## src/rtl/seq_match_counter_if.sv

```systemverilog
// Bundle between the sequence detector side and the match counter: match/clr in,
// BCD count, event pulse and run statistics out.
interface seq_match_counter_if #(
  parameter int RUN_W = 4
);
  logic             match;
  logic             clr;
  logic [7:0]       count_bcd;
  logic             event_pulse;
  logic [RUN_W-1:0] run_len;
  logic             active;
  logic             overflow;

  modport master (
    output match, clr,
    input  count_bcd, event_pulse, run_len, active, overflow
  );

  modport slave (
    input  match, clr,
    output count_bcd, event_pulse, run_len, active, overflow
  );
endinterface

```

## src/rtl/seq_match_counter.sv

```systemverilog
// Turns the detector's match level into counted events: 2-digit BCD event count,
// one-cycle event pulse, run-length of the last match run and sticky overflow.
module seq_match_counter #(
  parameter int RUN_W = 4,
  parameter bit WRAP  = 1'b1
) (
  input  logic                clk,
  input  logic                reset,
  seq_match_counter_if.slave  bus
);

  typedef enum logic {IDLE = 1'b0, ACTIVE = 1'b1} state_e;

  state_e           state_q, state_d;
  logic [3:0]       tens_q, tens_d;
  logic [3:0]       units_q, units_d;
  logic             event_q, event_d;
  logic [RUN_W-1:0] run_q, run_d;
  logic [RUN_W-1:0] run_len_q, run_len_d;
  logic             active_q, active_d;
  logic             ovf_q, ovf_d;

  always_ff @(posedge clk) begin
    if (reset) begin
      state_q   <= IDLE;
      tens_q    <= '0;
      units_q   <= '0;
      event_q   <= 1'b0;
      run_q     <= '0;
      run_len_q <= '0;
      active_q  <= 1'b0;
      ovf_q     <= 1'b0;
    end else begin
      state_q   <= state_d;
      tens_q    <= tens_d;
      units_q   <= units_d;
      event_q   <= event_d;
      run_q     <= run_d;
      run_len_q <= run_len_d;
      active_q  <= active_d;
      ovf_q     <= ovf_d;
    end
  end

  always_comb begin
    state_d   = state_q;
    tens_d    = tens_q;
    units_d   = units_q;
    event_d   = 1'b0;
    run_d     = run_q;
    run_len_d = run_len_q;
    ovf_d     = ovf_q;

    case (state_q)
      IDLE: begin
        if (bus.match) begin
          state_d = ACTIVE;
          event_d = 1'b1;
          run_d   = RUN_W'(1);
          if (units_q != 4'd9) begin
            units_d = units_q + 4'd1;
          end else if (tens_q != 4'd9) begin
            units_d = 4'd0;
            tens_d  = tens_q + 4'd1;
          end else begin
            // 99 + 1: either roll to 00 or pin at 99, overflow either way
            units_d = WRAP ? 4'd0 : 4'd9;
            tens_d  = WRAP ? 4'd0 : 4'd9;
            ovf_d   = 1'b1;
          end
        end
      end
      ACTIVE: begin
        if (bus.match) begin
          if (run_q != {RUN_W{1'b1}}) run_d = run_q + RUN_W'(1);
        end else begin
          state_d   = IDLE;
          run_len_d = run_q;
          run_d     = '0;
        end
      end
      default: state_d = IDLE;
    endcase

    // clear leaves FSM and run counter alone so an open run still reports fully
    if (bus.clr) begin
      tens_d    = '0;
      units_d   = '0;
      ovf_d     = 1'b0;
      run_len_d = '0;
    end

    active_d = (state_d == ACTIVE);
  end

  assign bus.count_bcd   = {tens_q, units_q};
  assign bus.event_pulse = event_q;
  assign bus.run_len     = run_len_q;
  assign bus.active      = active_q;
  assign bus.overflow    = ovf_q;

endmodule
```

## src/flat_wrapper.sv

```systemverilog
// flat-port wrapper written by rule: the top's interface ports become plain ports
module seq_match_counter_flat 
#(
  parameter int RUN_W = 4,
  parameter bit WRAP  = 1'b1
)
  (clk, reset, bus_match, bus_clr, bus_count_bcd, bus_event_pulse, bus_run_len, bus_active, bus_overflow);
  seq_match_counter_if #(.RUN_W(RUN_W)) bus_i ();
  input  logic clk;
  input  logic reset;
  input wire logic [$bits(bus_i.match)-1:0] bus_match;
  input wire logic [$bits(bus_i.clr)-1:0] bus_clr;
  output wire logic [$bits(bus_i.count_bcd)-1:0] bus_count_bcd;
  output wire logic [$bits(bus_i.event_pulse)-1:0] bus_event_pulse;
  output wire logic [$bits(bus_i.run_len)-1:0] bus_run_len;
  output wire logic [$bits(bus_i.active)-1:0] bus_active;
  output wire logic [$bits(bus_i.overflow)-1:0] bus_overflow;
  assign bus_i.match = bus_match;
  assign bus_i.clr = bus_clr;
  assign bus_count_bcd = bus_i.count_bcd;
  assign bus_event_pulse = bus_i.event_pulse;
  assign bus_run_len = bus_i.run_len;
  assign bus_active = bus_i.active;
  assign bus_overflow = bus_i.overflow;
  seq_match_counter #(.RUN_W(RUN_W), .WRAP(WRAP)) u_core (.clk(clk), .reset(reset), .bus(bus_i));
endmodule
```

## config.mk

```make
export PLATFORM = sky130hd
export DESIGN_NAME = seq_match_counter_flat
export DESIGN_NICKNAME = d
export VERILOG_FILES = /design/src/rtl/seq_match_counter_if.sv /design/src/rtl/seq_match_counter.sv /design/src/flat_wrapper.sv
export SDC_FILE = /design/constraint.sdc
export NUM_CORES = 1
export LEC_CHECK = 0
export ABC_AREA = 0
export CELL_PAD_IN_SITES_DETAIL_PLACEMENT = 1
export CELL_PAD_IN_SITES_GLOBAL_PLACEMENT = 1
export CORE_MARGIN = 2
export CORE_UTILIZATION = 38
export DETAILED_ROUTE_END_ITERATION = 16
export PLACE_DENSITY = 0.79
export SYNTH_ARGS = -nofsm -noshare
export SYNTH_HDL_FRONTEND = slang
export SYNTH_SLANG_ARGS = --single-unit
```

## constraint.sdc

```tcl
create_clock -name clk -period 3.04 [get_ports clk]
set_clock_uncertainty 0.2 [all_clocks]
set_input_delay 0.608 -clock clk [delete_from_list [all_inputs] [get_ports clk]]
set_output_delay 0.608 -clock clk [all_outputs]
set_load 0.01 [all_outputs]
```

Word level (Yosys, flattened, before mapping) --
Cells that the tools add are included.
Storage, ports and cells: flip-flop bits (word level) 19, bits of input ports 4, output and inout bits 15, logic and storage cells 33
Cells by class: add/subtract/negate cells 3, equal/unequal tests 5, multiplexer cells 7, bitwise logic cells 4, reduce and logical (&&, ||, !) cells 7
Operator list (number):
- $mux W4 | 5
- $add A4 B1 Y4 const B | 3
- $ne A4 B4 Y1 const B | 3
- $pmux W4 S2 | 1
- $reduce_and A2 Y1 | 3
- $not A1 Y1 | 4
- $reduce_and A4 Y1 | 1
- $reduce_or A2 Y1 | 2
- $ne A3 B3 Y1 const B | 1
- $reduce_and A3 Y1 | 1
- $ne A2 B2 Y1 const B | 1
- $mux W1 | 1

Longest topological paths before layout --
depth after elaboration 4, mapped depth 6, mapped depth without buffers 5

Worst setup path after synthesis --
Ideal clock, no wire load.
path type input -> register, start point input port bus_match, end point register u_core.tens_q[3], library setup time 123 ps, arrival time 1458 ps, required time 2717 ps, slack 1259 ps, stages on the path 6, cell sequence buf_6 and4bb_4 and3_1 buf_6 mux2i_1 a31oi_1
On the way: word-level cells in the longest chain between the ends 1
RTL lines:
- start: declaration | line flat_wrapper.sv:11 | input wire logic [$bits(bus_i.match)-1:0] bus_match;
- $reduce_and A3 Y1 (no line)
- end signal: assignment | line seq_match_counter.sv:35 | tens_q <= tens_d;
- end: declaration | line seq_match_counter.sv:15 | logic [3:0] tens_q, tens_d;
Every way passes these cells. A chain may end at the register's enable or synchronous reset.

Final worst setup path --
start point register u_core.active_q, in the netlist u_core.bus.active, end point output port bus_active
RTL lines:
- start: declaration | line seq_match_counter.sv:20 | logic active_q, active_d;
- start signal: assignment | line seq_match_counter.sv:40 | active_q <= active_d;
- end: declaration | line flat_wrapper.sv:16 | output wire logic [$bits(bus_i.active)-1:0] bus_active;
No word-level cell between the ends.

==> results.md <==
- Final Slew Violations: 0
- Post-synthesis sequential element count: 19
- Clock tree buffer depth: 2
- Tmin final: 2260 ps
- Cell count after synthesis: 99
- Clock root buffer: clkbuf_4
- Crit path DAT: 1450 ps
- Ys async rst share: 0
- Worst setup path class: reg2out
- Die W: 51.7 um
- # diodes: 0
- CTS tree: done
- Drt drc: 0
- Hold EP: u_core.bus.overflow
- Cts repair resizes: 0
- RSZ-0062 raised after global routing: no
- Xor and xnor fraction of the mapped netlist area: 0.0203
- Netlist Area Pre-Place: 863 um2
- Pre-CTS setup slack: 489 ps
- Area share of fa/ha/maj cells after synthesis: 0.0145
- WP depth: 1
- Remaining Overflow, GRT: 0
- FP Rows: 17
- Hold Vio Cnt, Final: 0
- Clock transition at path regs: 110 ps
- Number of global-route vias before repair: 766
- Ports: 19
- Post-synth top cells: dfxtp_1 (19), nor2_1 (16), a21oi_1 (7), o21ai_0 (7), mux2i_1 (6)
- Die Y: 51.7 um
- Design area: 1070 um2
- Reg2Reg Setup Slack: 1230 ps
- Mux contribution to synthesized area: 0.0696
- Routed Wire Length: 1870 um
- Detailed placement HPWL: 1450 um
- Top_reg_cell synth: dfxtp_1
- Power Density: 389 nW/um2
- Setup ws final: 785 ps
- Filler instances: 271
- Lkg Pwr: 0.363 nW
- Hold WS: 295 ps
- Period utilisation layout: 0.742
- Clock sinks: 19
- CORE AREA: 2170 um2
- Synth Area in Simple Gates: 0.241
- Mean post-synth cell area: 8.72 um2
- Largest net degree at the start of global routing: 15
- CTS Hold Bufs: 0
- Placed instance area: 1040 um2
- WP buf/inv: 1
- Final TNS setup: 0 ps
- CP cell instances: clkdlybuf4s50_1
- EDFF count, synth: 0
- Slew headroom: 0.774
- Register area share after synthesis: 0.441
- Placer Congestion: 0.800
- Synth top area cells: dfxtp_1 (44%), mux2i_1 (7.0%), nor2_1 (7.0%), a21oi_1 (4.1%), o21ai_0 (4.1%)
- Worst flop-to-flop path startpoint: u_core.bus.active
- Worst-skew pair later-pin latency: 300 ps
- Total Power: 415 uW
- Delay-heaviest family, CP: buffers and inverters
- Vias per std cell: 5.17
- Pre-antenna DRT Iters: 3
- Vias: 739
- First-pass GRT wire length: 3360 um
- IR drop worst, VDD: 0.277 mV
- Hold wc startpoint: u_core.bus.overflow
- P&R area growth vs syn: 23.6%
- Post-Syn Nets: 104
- Num CTS Buffers: 3
- Starting DRC count in detailed routing: 7
- Critical Path Start Type: flip-flop
- Largest family of logic cells by synthesized area: simple AND/OR/NAND/NOR gates
- Tot GR Track Use: 0.173
- IO buf count: 18
- H-Tree Depth: 1
- Crit path max-delay cell type: clkdlybuf4s50_1
- Hold path depth: 2
- Compound-cell area share of the yosys netlist: 0.148
- Crit. End Element: primary output
- Most common cell in the netlist: dfxtp_1
- Max_cap viols: 0
- Setup violators final: 0
- Unique masters post-synth: 30
- YS warnings: 0
- Slew @ Worst Pin: 338 ps
- Reg2reg path depth: 4
- NumNets Final: 121
- Share of layout cells above drive strength 1: 0.0609
- Hold Crit Class: reg2reg
- Area leader, netlist: dfxtp_1
- Peak Freq: 443 MHz
- Routed len/inst: 13.1 um
- Detail Route Antenna Nets: 0
- Synth top area share: 0.441
- CP required: 2230 ps
- Die Area: 2670 um2
- Starting Density: 0.398
- CP peak stage delay: 610 ps
- Reg-to-Reg End: u_core.tens_q[3]
- CP max FO: 12
- Initial antenna violation count: 0
- Status: completed
- Setup repair bufs after CTS: 0
==> metrics by stage <==
stage          utilization  cells
2_1_floorplan            -     99
3_3_place_gp         0.479    139
3_5_place_dp         0.479    139
4_1_cts              0.492    143
5_1_grt              0.492    143
6_report             0.492    143
==> flip-flops by register name, indices dropped and copies added (netlist names) <==
| register | cells |
|---|---|
| u_core.bus.active | 1 |
| u_core.bus.event_pulse | 1 |
| u_core.bus.overflow | 1 |
| u_core.bus.run_len | 4 |
| u_core.run_q | 4 |
| u_core.tens_q | 4 |
| u_core.units_q | 4 |
==> cells in the final DEF, fill, tap and decap left out, drive strengths merged, types with 3 or more instances in the layout <==
cell type and count:
clkbuf 3, nor3 3, nor2 16, nand3 4, dfxtp 19, inv 5, mux2i 6, o21ai 7
clkdlybuf4s50 18, nor2b 3, a21oi 7
==> routing by layer <==
metal  routed length (um)  share of wire  up-vias  GRT usage
li1                     -              -      375          -
met1                  837           0.45      347      0.196
met2                  927           0.50       13      0.297
met3                   75          0.040        4     0.0374
met4                   30          0.016        0      0.101
met5                    0              0        -          0
==> kinds of logic (layout without fill, tap and decap cells) <==
group | count (synthesis) | after routing
AO/OA/AOI/OAI | 21 | 21
flip-flops | 19 | 19
XOR/XNOR | 2 | 2
multiplexers | 6 | 6
adder cells (fa/ha/maj) | 1 | 1
AND/OR/NAND/NOR | 39 | 39
buffers and inverters | 11 | 27
==> where the power goes <==
group	leakage [nW]	switching [mW]	total, mW	internal, mW
sequential	0.154	0.00539	0.258	0.252
combinational	0.191	0.0153	0.0299	0.0146
clock	0.0177	0.0784	0.127	0.0490
==> worst max-delay path by stage <==
stage | start | to
after floorplan | bus_match | u_core.tens_q[3]
after global placement | bus_match | u_core.tens_q[3]
after detailed placement | bus_match | u_core.tens_q[3]
after CTS | u_core.bus.active | bus_active
after global routing | u_core.bus.active | bus_active
final | u_core.bus.active | bus_active
==> worst reg2reg max path: stages, from the launching register on <==
cell and delay (ps):
dfxtp_1 430, and4bb_4 390, and3_1 310, mux2i_1 260
a31oi_1 110
==> cell type report <==
cell class,count,area [um2],share of cell area
tap,28,35.0,0.0328
timing repair buffer,18,180,0.169
sequential,19,380,0.356
inverter,5,18.8,0.0176
clock buffer,3,22.5,0.0211
multi-input combinational,69,425,0.399
clock inverter,1,5.00,0.00469
Note: power is estimated with default switching activity, not from simulation.
